## config.mk

```make
export PLATFORM = sky130hd
export DESIGN_NAME = diff_square_acc
export DESIGN_NICKNAME = d
export VERILOG_FILES = /design/src/rtl/diff_square_acc_pkg.sv /design/src/rtl/diff_square_acc_sym_err.sv /design/src/rtl/diff_square_acc.sv
export SDC_FILE = /design/constraint.sdc
export NUM_CORES = 1
export LEC_CHECK = 0
export ABC_AREA = 1
export CAP_MARGIN = 5
export CORE_MARGIN = 3
export CORE_UTILIZATION = 50
export DETAILED_ROUTE_END_ITERATION = 10
export GPL_ROUTABILITY_DRIVEN = 1
export PLACE_DENSITY_LB_ADDON = 0.15
export SLEW_MARGIN = 20
export SYNTH_ARGS = -nofsm -noshare
export SYNTH_HDL_FRONTEND = slang
export SYNTH_SLANG_ARGS = --single-unit
export TNS_END_PERCENT = 50
```

## constraint.sdc

```tcl
create_clock -name clk -period 11.5 [get_ports clk]
set_input_delay 1.725 -clock clk [delete_from_list [all_inputs] [get_ports clk]]
set_output_delay 1.725 -clock clk [all_outputs]
set_load 0.005 [all_outputs]
```

## src/rtl/diff_square_acc_pkg.sv

```systemverilog
`default_nettype none
// +----------------------------------------------------------------------------+
// | Package : diff_square_acc_pkg                                              |
// | Shared constants for the PCMA squared-distance accumulator: mode codes,    |
// | ideal constellation points (first quadrant/octant) and the fold selector.  |
// | Revision: 1.0  initial release                                             |
// +----------------------------------------------------------------------------+
package diff_square_acc_pkg;

  // Mode codes as presented on mode_i
  localparam logic [2:0] c_MODE_BPSK = 3'b000;
  localparam logic [2:0] c_MODE_QPSK = 3'b001;
  localparam logic [2:0] c_MODE_8PSK = 3'b010;

  // Ideal points after folding: (major axis, minor axis)
  localparam int c_BPSK_I = 256;
  localparam int c_BPSK_Q = 0;
  localparam int c_QPSK_I = 180;
  localparam int c_QPSK_Q = 180;
  localparam int c_8PSK_I = 256;
  localparam int c_8PSK_Q = 98;

  // Folding rule carried down the pipeline with each sample
  typedef enum logic [1:0] {
    FOLD_BPSK = 2'd0,
    FOLD_QPSK = 2'd1,
    FOLD_8PSK = 2'd2
  } fold_e;

  // Reserved mode codes fall back to the 8-PSK rule
  function automatic fold_e mode_to_fold(input logic [2:0] mode);
    case (mode)
      c_MODE_BPSK: return FOLD_BPSK;
      c_MODE_QPSK: return FOLD_QPSK;
      default:     return FOLD_8PSK;
    endcase
  endfunction

endpackage
`default_nettype wire

```

## src/rtl/diff_square_acc_sym_err.sv

```systemverilog
`default_nettype none
// +----------------------------------------------------------------------------+
// | Module  : diff_square_acc_sym_err                                          |
// | Per-symbol squared error to the nearest ideal PCMA point, 5-stage pipeline |
// | S1 register, S2 saturating abs, S3 fold + distance, S4 squares, S5 sum.    |
// | Ports   : clk, reset_n (async, active low), flush_i (clears valids),       |
// |           in_val_i/in_last_i/in_fold_i/in_i_data_i/in_q_data_i (sample),   |
// |           out_val_o/out_last_o/err_o (result, 5 cycles later)              |
// | Revision: 1.0  initial release                                             |
// +----------------------------------------------------------------------------+
module diff_square_acc_sym_err
  import diff_square_acc_pkg::*;
#(
  parameter int DATA_WIDTH = 10
) (
  input  logic                         clk,
  input  logic                         reset_n,
  input  logic                         flush_i,
  input  logic                         in_val_i,
  input  logic                         in_last_i,
  input  fold_e                        in_fold_i,
  input  logic signed [DATA_WIDTH-1:0] in_i_data_i,
  input  logic signed [DATA_WIDTH-1:0] in_q_data_i,
  output logic                         out_val_o,
  output logic                         out_last_o,
  output logic [2*DATA_WIDTH-1:0]      err_o
);

  localparam int c_ERR_W = 2 * DATA_WIDTH;
  localparam logic [DATA_WIDTH-1:0] c_ABS_MAX = {1'b0, {(DATA_WIDTH-1){1'b1}}};
  localparam logic [DATA_WIDTH-1:0] c_BPSK_I_U = DATA_WIDTH'(c_BPSK_I);
  localparam logic [DATA_WIDTH-1:0] c_BPSK_Q_U = DATA_WIDTH'(c_BPSK_Q);
  localparam logic [DATA_WIDTH-1:0] c_QPSK_I_U = DATA_WIDTH'(c_QPSK_I);
  localparam logic [DATA_WIDTH-1:0] c_QPSK_Q_U = DATA_WIDTH'(c_QPSK_Q);
  localparam logic [DATA_WIDTH-1:0] c_8PSK_I_U = DATA_WIDTH'(c_8PSK_I);
  localparam logic [DATA_WIDTH-1:0] c_8PSK_Q_U = DATA_WIDTH'(c_8PSK_Q);

  function automatic logic [DATA_WIDTH-1:0] abs_sat(input logic signed [DATA_WIDTH-1:0] x);
    logic signed [DATA_WIDTH-1:0] neg;
    neg = -x;
    if (!x[DATA_WIDTH-1])        abs_sat = x;
    else if (neg[DATA_WIDTH-1])  abs_sat = c_ABS_MAX;  // most-negative value has no positive twin
    else                         abs_sat = neg;
  endfunction

  function automatic logic [DATA_WIDTH-1:0] abs_diff(input logic [DATA_WIDTH-1:0] a,
                                                     input logic [DATA_WIDTH-1:0] b);
    abs_diff = (a >= b) ? (a - b) : (b - a);
  endfunction

  // Pipeline control
  logic r_v1, r_v2, r_v3, r_v4, r_v5;
  logic r_l1, r_l2, r_l3, r_l4, r_l5;
  // Pipeline data
  fold_e                        r_f1, r_f2;
  logic signed [DATA_WIDTH-1:0] r_i1, r_q1;
  logic [DATA_WIDTH-1:0]        r_ai2, r_aq2;
  logic [DATA_WIDTH-1:0]        r_da3, r_dq3;
  logic [c_ERR_W-1:0]           r_sqi4, r_sqq4;
  logic [c_ERR_W-1:0]           r_err5;

  logic [DATA_WIDTH-1:0] w_hi, w_lo, w_ref_hi, w_ref_lo;
  logic [c_ERR_W-1:0]    w_di_ext, w_dq_ext;

  // Fold: the distance to the ideal point only depends on the folded magnitudes.
  always_comb begin
    w_hi     = r_ai2;
    w_lo     = r_aq2;
    w_ref_hi = c_QPSK_I_U;
    w_ref_lo = c_QPSK_Q_U;
    case (r_f2)
      FOLD_BPSK: begin
        w_ref_hi = c_BPSK_I_U;
        w_ref_lo = c_BPSK_Q_U;
      end
      FOLD_QPSK: begin
        w_ref_hi = c_QPSK_I_U;
        w_ref_lo = c_QPSK_Q_U;
      end
      default: begin
        if (r_ai2 < r_aq2) begin
          w_hi = r_aq2;
          w_lo = r_ai2;
        end
        w_ref_hi = c_8PSK_I_U;
        w_ref_lo = c_8PSK_Q_U;
      end
    endcase
  end

  // The signed difference is only ever squared, so its magnitude is kept instead;
  // every distance fits in DATA_WIDTH bits unsigned.
  assign w_di_ext = {{DATA_WIDTH{1'b0}}, r_da3};
  assign w_dq_ext = {{DATA_WIDTH{1'b0}}, r_dq3};

  always_ff @(posedge clk or negedge reset_n) begin
    if (!reset_n) begin
      {r_v1, r_v2, r_v3, r_v4, r_v5} <= '0;
      {r_l1, r_l2, r_l3, r_l4, r_l5} <= '0;
    end else if (flush_i) begin
      {r_v1, r_v2, r_v3, r_v4, r_v5} <= '0;
      {r_l1, r_l2, r_l3, r_l4, r_l5} <= '0;
    end else begin
      r_v1 <= in_val_i;
      r_v2 <= r_v1;
      r_v3 <= r_v2;
      r_v4 <= r_v3;
      r_v5 <= r_v4;
      r_l1 <= in_val_i & in_last_i;
      r_l2 <= r_l1;
      r_l3 <= r_l2;
      r_l4 <= r_l3;
      r_l5 <= r_l4;
    end
  end

  always_ff @(posedge clk or negedge reset_n) begin
    if (!reset_n) begin
      r_f1   <= FOLD_QPSK;
      r_f2   <= FOLD_QPSK;
      r_i1   <= '0;
      r_q1   <= '0;
      r_ai2  <= '0;
      r_aq2  <= '0;
      r_da3  <= '0;
      r_dq3  <= '0;
      r_sqi4 <= '0;
      r_sqq4 <= '0;
      r_err5 <= '0;
    end else begin
      r_f1   <= in_fold_i;
      r_i1   <= in_i_data_i;
      r_q1   <= in_q_data_i;
      r_f2   <= r_f1;
      r_ai2  <= abs_sat(r_i1);
      r_aq2  <= abs_sat(r_q1);
      r_da3  <= abs_diff(w_hi, w_ref_hi);
      r_dq3  <= abs_diff(w_lo, w_ref_lo);
      r_sqi4 <= w_di_ext * w_di_ext;
      r_sqq4 <= w_dq_ext * w_dq_ext;
      r_err5 <= r_sqi4 + r_sqq4;
    end
  end

  assign out_val_o  = r_v5;
  assign out_last_o = r_l5;
  assign err_o      = r_err5;

endmodule
`default_nettype wire

```

## src/rtl/diff_square_acc.sv

```systemverilog
`default_nettype none
// +----------------------------------------------------------------------------+
// | Module  : diff_square_acc                                                  |
// | Windowed sum of per-symbol squared distance to the nearest PCMA point.     |
// | Ports   : clk, reset_n (async, active low), mode_i, win_log2_i, enable_i,  |
// |           data_val_i, I_data_i, Q_data_i (inputs); err_val_o, err_o        |
// |           (per-symbol stream); acc_valid_o, acc_ready_i, acc_o (window     |
// |           result handshake); overrun_o (sticky lost-result flag)           |
// | Revision: 1.0  initial release                                             |
// +----------------------------------------------------------------------------+
module diff_square_acc
  import diff_square_acc_pkg::*;
#(
  parameter int DATA_WIDTH   = 10,
  parameter int ACC_WIDTH    = 32,
  parameter int WIN_MAX_LOG2 = 16
) (
  input  logic                         clk,
  input  logic                         reset_n,
  input  logic [2:0]                   mode_i,
  input  logic [4:0]                   win_log2_i,
  input  logic                         enable_i,
  input  logic                         data_val_i,
  input  logic signed [DATA_WIDTH-1:0] I_data_i,
  input  logic signed [DATA_WIDTH-1:0] Q_data_i,
  output logic                         err_val_o,
  output logic [2*DATA_WIDTH-1:0]      err_o,
  output logic                         acc_valid_o,
  input  logic                         acc_ready_i,
  output logic [ACC_WIDTH-1:0]         acc_o,
  output logic                         overrun_o
);

  localparam int c_ERR_W = 2 * DATA_WIDTH;
  localparam int c_CNT_W = WIN_MAX_LOG2 + 1;
  localparam int c_SW    = ((ACC_WIDTH > c_ERR_W) ? ACC_WIDTH : c_ERR_W) + 1;
  localparam logic [4:0]           c_WIN_MAX     = 5'(WIN_MAX_LOG2);
  localparam logic [c_CNT_W-1:0]   c_CNT_ONE     = c_CNT_W'(1);
  localparam logic [ACC_WIDTH-1:0] c_ACC_MAX     = '1;
  localparam logic [c_SW-1:0]      c_ACC_MAX_EXT = c_SW'(c_ACC_MAX);

  // ---------------- window membership, decided at sample entry ----------------
  // Each sample is tagged on entry with its window's mode and with whether it is
  // the window's final symbol, so mode and window boundaries always agree even
  // while earlier samples are still in flight.
  logic               r_open;
  logic [c_CNT_W-1:0] r_cnt;
  logic [2:0]         r_mode_lat;
  logic [4:0]         r_win_lat;

  logic               w_accept;
  logic [4:0]         w_win_req, w_win_eff;
  logic [2:0]         w_mode_eff;
  logic [c_CNT_W-1:0] w_cnt_eff, w_target;
  logic               w_in_last;

  assign w_accept   = enable_i & data_val_i;
  assign w_win_req  = (win_log2_i > c_WIN_MAX) ? c_WIN_MAX : win_log2_i;
  assign w_mode_eff = r_open ? r_mode_lat : mode_i;
  assign w_win_eff  = r_open ? r_win_lat  : w_win_req;
  assign w_cnt_eff  = r_open ? r_cnt      : '0;
  assign w_target   = (c_CNT_ONE << w_win_eff) - c_CNT_ONE;
  assign w_in_last  = (w_cnt_eff == w_target);

  always_ff @(posedge clk or negedge reset_n) begin
    if (!reset_n) begin
      r_open     <= 1'b0;
      r_cnt      <= '0;
      r_mode_lat <= c_MODE_QPSK;
      r_win_lat  <= '0;
    end else if (!enable_i) begin
      r_open <= 1'b0;
      r_cnt  <= '0;
    end else if (w_accept) begin
      if (!r_open) begin
        r_mode_lat <= mode_i;
        r_win_lat  <= w_win_req;
      end
      if (w_in_last) begin
        r_open <= 1'b0;
        r_cnt  <= '0;
      end else begin
        r_open <= 1'b1;
        r_cnt  <= w_cnt_eff + c_CNT_ONE;
      end
    end
  end

  // ---------------- per-symbol error pipeline ----------------
  logic               w_pipe_val, w_pipe_last, w_err_val;
  logic [c_ERR_W-1:0] w_err;

  diff_square_acc_sym_err #(
    .DATA_WIDTH (DATA_WIDTH)
  ) u_sym_err (
    .clk         (clk),
    .reset_n     (reset_n),
    .flush_i     (!enable_i),
    .in_val_i    (w_accept),
    .in_last_i   (w_in_last),
    .in_fold_i   (mode_to_fold(w_mode_eff)),
    .in_i_data_i (I_data_i),
    .in_q_data_i (Q_data_i),
    .out_val_o   (w_pipe_val),
    .out_last_o  (w_pipe_last),
    .err_o       (w_err)
  );

  // Masked with enable_i so nothing is reported in the cycle enable drops.
  assign w_err_val = w_pipe_val & enable_i;

  // ---------------- saturating accumulator and result handshake ----------------
  logic [ACC_WIDTH-1:0] r_acc, r_acc_out;
  logic                 r_acc_valid, r_overrun;
  logic [c_SW-1:0]      w_sum;
  logic [ACC_WIDTH-1:0] w_sat;

  assign w_sum = c_SW'(r_acc) + c_SW'(w_err);
  assign w_sat = (w_sum > c_ACC_MAX_EXT) ? c_ACC_MAX : w_sum[ACC_WIDTH-1:0];

  always_ff @(posedge clk or negedge reset_n) begin
    if (!reset_n) begin
      r_acc       <= '0;
      r_acc_out   <= '0;
      r_acc_valid <= 1'b0;
      r_overrun   <= 1'b0;
    end else if (!enable_i) begin
      r_acc       <= '0;
      r_acc_valid <= 1'b0;
      r_overrun   <= 1'b0;
    end else if (w_err_val && w_pipe_last) begin
      // Window closes: publish and restart in the same cycle so no symbol is lost.
      r_acc_out   <= w_sat;
      r_acc_valid <= 1'b1;
      r_acc       <= '0;
      if (r_acc_valid && !acc_ready_i) begin
        r_overrun <= 1'b1;
      end
    end else begin
      if (w_err_val) begin
        r_acc <= w_sat;
      end
      if (r_acc_valid && acc_ready_i) begin
        r_acc_valid <= 1'b0;
      end
    end
  end

  assign err_val_o   = w_err_val;
  assign err_o       = w_err;
  assign acc_valid_o = r_acc_valid;
  assign acc_o       = r_acc_out;
  assign overrun_o   = r_overrun;

endmodule
`default_nettype wire

```

Yosys cells after proc, flatten, opt, wreduce, memory -nomap -nowiden
Index checks and enable logic that the tools add are counted.

Bits in registers: 226. Input port bits: 33. Output and inout bits: 55. Logic and storage cells: 111.

Add/sub/neg operators: 10. Multipliers: 2. Magnitude comparators: 5. Equality and inequality tests: 8. Shift-type cells: 1. Mux-type cells: 43. Bitwise gates (word level): 3. Reduce and logical (&&, ||, !) cells: 10.

Operators by type and width (number): $mux W32 (4); $mux W10 (8); $mux W17 (4); $mul A10 B10 Y20 (2); $add A32 B20 Y33 (1); $gt A33 B32 Y1 const B (1); $mux W9 (3); $add A20 B20 Y20 (1); $neg A10 Y10 (2); $mux W1 (19); $add A17 B1 Y17 const B (1); $eq A17 B17 Y1 (1); $shl A1 B5 Y17 const A (1); $sub A17 B1 Y17 const B (1); $pmux W8 S2 (1); $ge A10 B8 Y1 (1); $ge A10 B9 Y1 (1); $lt A10 B10 Y1 (1); $mux W5 (2); $sub A10 B8 Y10 (1); $sub A10 B9 Y10 (1); $sub A8 B10 Y10 (1); $sub A9 B10 Y10 (1); $ne A2 B1 Y1 const B (3); other kinds (13) (20).

Logic depth before layout (Yosys ltp)
Gate-level depths: netlist (run 1).

Depth in word-level cells: 9. Depth in mapped cells: 24. Gate-level depth less buffers: 23.

By module
Synthesis (run 1) repeated with hierarchy kept, for this count alone.

Cell total of the unflattened synthesis: 2360. Area, all modules: 18441.4 um^2.

Modules (own cells, without submodules): diff_square_acc_sym_err (times used 1, cells an instance 1457, area each 12090.3 um^2, seq. area each 3255.6 um^2); diff_square_acc (times used 1, cells an instance 903, area each 6351.1 um^2, seq. area each 2303.5 um^2).

Worst setup path after synthesis (run 1)
Ideal clock, no wire load.

Kind: reg-to-reg. Start point: register u_sym_err.r_dq3[0]. End point: register u_sym_err.r_sqq4[18]. Setup time: 0.079 ns. Arrival time: 4.900 ns. Required time: 11.421 ns. Path slack: 6.521 ns. Cell stages (with the launch flop): 23. Path buffers: 1. Period minus slack after synthesis: 4.979 ns. Path through: dfrtp_1 > clkbuf_1 > nand2_1 > fa_1 > fa_1 > inv_1 > fa_1 > fa_1 > inv_1 > fa_1 > inv_1 > ha_1 > nand2_1 > inv_1 > nand4_1 > nand3_1 > nand2_1 > nand2_1 > a21oi_1 > o21ai_0 > nand2_1 > o21ai_0 > xor2_1.

Word-level cells in the longest chain between the ends: 1.

RTL lines: from (decl) (RTL line diff_square_acc_sym_err.sv:58) `logic [DATA_WIDTH-1:0] r_da3, r_dq3;`; from (signal assigned) (RTL line diff_square_acc_sym_err.sv:138) `r_dq3 <= abs_diff(w_lo, w_ref_lo);`; $mul A10 B10 Y20 (RTL line diff_square_acc_sym_err.sv:140) `r_sqq4 <= w_dq_ext * w_dq_ext;`; to (signal assigned) (RTL line diff_square_acc_sym_err.sv:140); to (decl) (RTL line diff_square_acc_sym_err.sv:59) `logic [c_ERR_W-1:0] r_sqi4, r_sqq4;`.

Every way passes these cells. A chain may end at the register's enable or synchronous reset.

Worst setup path after layout (run 1)
Ends and elaborated chain as after synthesis.

==> results.sh, run 1 <==
export IMPL_synth_edf_count=0
export IMPL_syn_to_final_growth_pct=12.0
export IMPL_fmax_mhz=191
export IMPL_netlist_area_mm2=0.0178
export IMPL_num_vias=14300
export IMPL_numClockSinks=222
export IMPL_route_detailed_drc=0
export IMPL_ys_seq_area_frac=0.312
export IMPL_synth_distinct_cells=51
export IMPL_grt_setup_unrepaired="false"
export IMPL_vias_per_cell=5.05
export IMPL_worst_ep_arrival_time_ps=5710
export IMPL_ys_async_sr_fraction=1.00
export IMPL_hold_viol_final=0
export IMPL_r2r_end="u_sym_err.r_sqq4[18]$_DFF_PN0_"
export IMPL_ios=88
export IMPL_grt_start_max_net_pins=105
export IMPL_place_area_mm2=0.0191
export IMPL_n_antenna_cell=0
export IMPL_synthesis_nets=2578
export IMPL_setup_slack_ps=6260
export IMPL_syn_avg_cell_area_um2=7.79
export IMPL_overflow=0
export IMPL_synth_cells=2285
export IMPL_r2r_cells=21
export IMPL_core_area_mm2=0.0348
export IMPL_hold_start="u_sym_err.r_f1[1]$_DFF_PN0_"
export IMPL_routedWlPerCell_um=13.5
export IMPL_yosysMostFrequentCell="nand2_1"
export IMPL_grt_pass1_vias=14100
export IMPL_critPathCaptureType="flip-flop"
export IMPL_hp_class="flip-flop to flip-flop"
export IMPL_yosysTopAreaCell="dfrtp_1"
export IMPL_ff2ff_setup_slack_ps=6260
export IMPL_place_ws_ps=6290
export IMPL_min_path_cells=0
export IMPL_cts_buffers=27
export IMPL_critical_path_required_ps=11970
export IMPL_synth_top_cells_by_count="nand2_1, inv_1, dfrtp_1"
export IMPL_finalCritPeriodShare=0.456
export IMPL_place_congestion=0.943
export IMPL_period_needed_ps=5240
export IMPL_maxCapViolCount=0
export IMPL_slew_violations=0
export IMPL_ctsHoldBuffers=0
export IMPL_path_clk_slew_ps=50
export IMPL_status="completed"
export IMPL_clkLatencyLatePin_ps=540
export IMPL_drtAntennaViolNets=0
export IMPL_cts_root_buf="clkbuf_16"
export IMPL_fp_dieH_um=195
export IMPL_clock_skew_ps=11.2
export IMPL_post_cts_setup_buffers=0
export IMPL_dr_pass1_iters=5
export IMPL_criticalPathCategory="flip-flop to flip-flop"
export IMPL_grt_usage=0.203
export IMPL_clockBufferDepth=3
export IMPL_finalWirelength_um=38100
export IMPL_drt_iter0_drc=680
export IMPL_synth_warnings=0
export IMPL_rows=68
export IMPL_die_area_mm2=0.0379
export IMPL_chipWidth_um=195
export IMPL_startpoint_type="flip-flop"
export IMPL_ys_ff_latch=222
export IMPL_worstReg2RegStart="u_sym_err.r_dq3[0]$_DFF_PN0_"
export IMPL_min_to="u_sym_err.r_f2[1]$_DFF_PN0_"
export IMPL_drive_gt1_frac=0.0418
export IMPL_final_area_mm2=0.0199
export IMPL_num_nets_final=2645
export IMPL_synthFlopType="dfrtp_1"
export IMPL_fillers=3213
export IMPL_dp_hpwl_um=30000
export IMPL_synth_area_leaders="dfrtp_1, nand2_1, ha_1, fa_1, inv_1"
export IMPL_yosysTopAreaCellShare=0.308
export IMPL_cts_tree="built"
export IMPL_crit_fanout=11
export IMPL_htree_levels=1
export IMPL_antenna_found_initial=0
export IMPL_start_util=0.512
export IMPL_grt_pass1_wl_um=66000
export IMPL_relSlewSlack=0.304
export IMPL_finalSetupViolations=0
export IMPL_port_buffer_count=87
export IMPL_worst_pin_slew_ps=1040
export IMPL_cts_resized=0
export IMPL_finalSetupTns_ps=0
==> stage by stage <==
stage,hold slack (ps),cells,utilization
floorplan,331,2285,-
global placement,332,2778,0.548
detailed placement,337,2778,0.548
CTS,350,2826,0.573
global route,353,2826,0.573
finish,348,2826,0.573
==> layout make-up <==
| cell class | count | area, um^2 | area share |
|---|---|---|---|
| clock buffer | 35 | 736 | 0.0369 |
| tap | 455 | 569 | 0.0285 |
| multi-input combinational | 1602 | 10500 | 0.526 |
| inverter | 404 | 1520 | 0.0760 |
| clock inverter | 13 | 129 | 0.00646 |
| sequential | 222 | 5560 | 0.279 |
| timing repair buffer | 95 | 936 | 0.0469 |
==> placed cells by master, fill, tap and decap left out, drive strengths merged, types with 14 or more instances in the layout <==
| master | count |
|---|---|
| a22o | 14 |
| nand3 | 109 |
| a21oi | 99 |
| dfrtp | 219 |
| xor2 | 90 |
| xnor2 | 34 |
| nor3 | 27 |
| ha | 164 |
| nor2 | 99 |
| clkdlybuf4s50 | 86 |
| nand2 | 687 |
| fa | 96 |
| o21ai | 107 |
| clkbuf | 35 |
| nand4 | 19 |
| inv | 403 |
==> routing by layer <==
layer	share of wire	routed length, um	vias to the layer above	global-route usage
met4	0.021	800	0	0.0481
met3	0.033	1240	56	0.0237
li1	-	-	7254	-
met1	0.45	17200	6741	0.264
met2	0.50	18900	218	0.365
met5	0	0	-	0
==> worst max-delay path, cell delays in order (launching register included) <==
cell	delay (ps)
dfrtp_1	530
nand2_1	210
fa_1	540
fa_1	550
inv_1	50
fa_1	500
fa_1	540
inv_1	50
fa_1	490
inv_1	40
ha_1	340
nand2_1	70
inv_1	70
nand4_1	100
nand3_1	120
nand2_1	70
nand2_1	60
a21oi_1	90
o21ai_0	270
nand2_1	110
o21ai_0	220
xor2_1	160
==> state kept, by name (all words and copies together) (netlist names), 2 cells and up <==
signal,flops
acc_o,32
r_acc,32
r_cnt,17
r_mode_lat,3
r_win_lat,5
u_sym_err.err_o,20
u_sym_err.r_ai2,9
u_sym_err.r_aq2,9
u_sym_err.r_da3,10
u_sym_err.r_dq3,10
u_sym_err.r_f1,2
u_sym_err.r_f2,2
u_sym_err.r_i1,10
u_sym_err.r_q1,10
u_sym_err.r_sqi4,19
u_sym_err.r_sqq4,19
==> worst max path at each step <==
stage / from / slack [ps] / end
final: u_sym_err.r_dq3[0]$_DFF_PN0_ / 6260 / u_sym_err.r_sqq4[18]$_DFF_PN0_
after global routing: u_sym_err.r_dq3[0]$_DFF_PN0_ / 5870 / u_sym_err.r_sqq4[18]$_DFF_PN0_
after CTS: u_sym_err.r_dq3[0]$_DFF_PN0_ / 6270 / u_sym_err.r_sqq4[18]$_DFF_PN0_
after detailed placement: u_sym_err.r_dq3[0]$_DFF_PN0_ / 6290 / u_sym_err.r_sqq4[18]$_DFF_PN0_
after global placement: u_sym_err.r_dq3[0]$_DFF_PN0_ / 6410 / u_sym_err.r_sqq4[18]$_DFF_PN0_
after floorplan: u_sym_err.r_dq3[0]$_DFF_PN0_ / 6520 / u_sym_err.r_sqq4[18]$_DFF_PN0_
==> logic make-up after synthesis <==
group	Yosys count	share of synthesized area
compound gates	254	0.0808
buf+inv	461	0.0987
xor+xnor	124	0.0610
fa+ha+maj	260	0.223
flops	222	0.312
mux	3	0.00183
simple gates	961	0.222
Power of run 1 is not shown: default switching activity piles up to over one toggle a cycle in this logic, so the estimate is an artifact.
==> inputs of run 2 (changes only) <==
==> constraint.sdc (replaced) <==
create_clock -name clk -period 4.71 [get_ports clk]
set_input_delay 0.7065 -clock clk [delete_from_list [all_inputs] [get_ports clk]]
set_output_delay 0.7065 -clock clk [all_outputs]
set_load 0.005 [all_outputs]
==> run 2 against run 1 <==
- via count increased by 1.8%
- core utilization up 2.1 points
- flip-flop and latch count unchanged
- clock skew increased by 4.6 ps
- cell count is 1.9% higher
- non-clock buffer count rose by 56
- critical path depth unchanged
- setup slack got worse by 6200 ps
==> results.sh, run 2 (synthesized netlist as in run 1, its figures left out) <==
export IMPL_cp_cell_sequence="nand2_2, fa_1, fa_1, inv_2, fa_1, fa_1, inv_2, fa_1, inv_2, ha_4, nand2_2, inv_2, nand4_1, nand3_2, nand2_1, nand2_1, a21oi_2, o21ai_2, nand2_2, o21ai_2, xor2_1"
export IMPL_period_needed_ps=4650
export IMPL_grt_usage=0.203
export IMPL_grt_met1_usage=0.265
export IMPL_overflow=0
export IMPL_dp_hpwl_um=30200
export IMPL_drive_gt1_frac=0.0866
export IMPL_crit_fanout=4
export IMPL_worstReg2RegStart="u_sym_err.r_dq3[0]$_DFF_PN0_"
export IMPL_start_util=0.512
export IMPL_cts_root_buf="clkbuf_16"
export IMPL_drtAntennaViolNets=0
export IMPL_vias_per_cell=5.04
export IMPL_antenna_found_initial=0
export IMPL_clock_skew_ps=15.9
export IMPL_port_buffer_count=87
export IMPL_clkLatencyLatePin_ps=550
export IMPL_drt_iter0_drc=761
export IMPL_cp_slowest_cell="fa_1"
export IMPL_ff2ff_setup_slack_ps=60
export IMPL_rows=68
export IMPL_route_detailed_drc=0
export IMPL_startpoint_type="flip-flop"
export IMPL_crit_path_frequent_cell="fa_1"
export IMPL_finalCritPeriodShare=0.988
export IMPL_top_usage_layer="met2"
export IMPL_final_cell_mix="nand2_1, inv_1, dfrtp_1, ha_1, nand3_1"
export IMPL_clockBufferDepth=3
export IMPL_worst_ep_arrival_time_ps=5110
export IMPL_mostFrequentLayoutCell="nand2_1"
export IMPL_numClockSinks=222
export IMPL_place_congestion=0.937
export IMPL_grt_start_max_net_pins=122
export IMPL_die_area_mm2=0.0379
export IMPL_grt_pass1_vias=14400
export IMPL_fin_util=0.594
export IMPL_criticalPathCategory="flip-flop to flip-flop"
export IMPL_ios=88
export IMPL_setup_slack_ps=57.5
export IMPL_r2r_end="u_sym_err.r_sqq4[18]$_DFF_PN0_"
export IMPL_finalSetupViolations=0
export IMPL_worst_pin_slew_ps=1000
export IMPL_critPathCaptureType="flip-flop"
export IMPL_fmax_mhz=215
export IMPL_maxCapViolCount=0
export IMPL_cts_tree="built"
export IMPL_place_ws_ps=-80.0
export IMPL_relSlewSlack=0.328
export IMPL_cp_endpoint="u_sym_err.r_sqq4[18]$_DFF_PN0_"
export IMPL_n_antenna_cell=0
export IMPL_num_vias=14500
export IMPL_chipWidth_um=195
export IMPL_path_clk_slew_ps=60
export IMPL_critical_path_required_ps=5170
export IMPL_status="completed"
export IMPL_syn_to_final_growth_pct=16.0
export IMPL_dr_pass1_iters=5
export IMPL_cpPeakStageDelay_ps=530
export IMPL_worstSetupStartpoint="u_sym_err.r_dq3[0]$_DFF_PN0_"
export IMPL_core_area_mm2=0.0348
export IMPL_grt_pass1_wl_um=66100
export IMPL_grt_use_met2=0.359
export IMPL_hp_class="input port to asynchronous set/reset pin"
export IMPL_htree_levels=1
export IMPL_finalWirelength_um=38900
export IMPL_r2r_cells=21
export IMPL_cts_buffers=27
export IMPL_hold_viol_final=0
export IMPL_routedWlPerCell_um=13.5
export IMPL_grt_setup_unrepaired="true"
export IMPL_gr_usage_met3=0.0236
export IMPL_num_nets_final=2701
export IMPL_fp_dieH_um=195
export IMPL_slew_violations=0
-- run 2: cell types whose count changed in the layout (fill, tap and decap cells not counted), sizes merged --
cell | previous run | this run
bufinv | 2 | 3
clkinv | 11 | 8
clkbuf | 35 | 37
clkinvlp | 1 | 0
buf | 9 | 65
-- run 2: layer usage --
layer,part of all wire,up-vias,wire [um]
li1,-,7361,-
met1,0.45,6862,17300
met2,0.49,242,19200
met3,0.035,66,1370
met4,0.025,0,990
met5,0,-,0
-- run 2: how the worst min path moves through the flow --
stage | start | to | slack (ps)
after floorplan | u_sym_err.r_f1[1]$_DFF_PN0_ | u_sym_err.r_f2[1]$_DFF_PN0_ | 330
after global placement | u_sym_err.r_f1[1]$_DFF_PN0_ | u_sym_err.r_f2[1]$_DFF_PN0_ | 330
after detailed placement | u_sym_err.r_f1[1]$_DFF_PN0_ | u_sym_err.r_f2[1]$_DFF_PN0_ | 340
after CTS | reset_n | acc_o[23]$_DFFE_PN0P_ | 270
after global routing | reset_n | acc_o[23]$_DFFE_PN0P_ | 300
final | reset_n | acc_o[23]$_DFFE_PN0P_ | 240
-- run 2: area by class of cell --
cell class                 count  area, um^2
clock buffer                  37         773
clock inverter                10         139
fill                        3132       14100
inverter                     404        1520
multi-input combinational   1602       10700
sequential                   222        5570
tap                          455         569
timing repair buffer         151        1380
-- run 2: critical path: cells and delay by family (launching register included) --
kind / cells / cell delay (ps)
AO/OA/AOI/OAI: 3 / 410
XOR/XNOR: 1 / 150
adder cells (fa/ha/maj): 6 / 2820
buffers and inverters: 4 / 180
flip-flops: 1 / 390
AND/OR/NAND/NOR: 7 / 600
-- run 2: stage by stage --
stage | std cells | area (um^2) | setup TNS (ps) | hold slack (ps)
3_3_place_gp | 2818 | 19400 | 0 | 333
5_1_grt | 2881 | 20700 | -637 | 301
3_5_place_dp | 2818 | 19400 | -288 | 336
4_1_cts | 2867 | 20300 | 0 | 272
2_1_floorplan | 2285 | 17800 | 0 | 331
6_report | 2881 | 20700 | 0 | 243
-- run 2: repair_timing --
item	4_1_cts	5_1_grt
hold buffers	0	0
endpoints found under the hold margin	0	0
endpoints found under the setup margin	11	17
pin swaps	3	29
setup buffers	2	14
gates resized for setup	10	59
Power of run 2 is left out for the same reason.
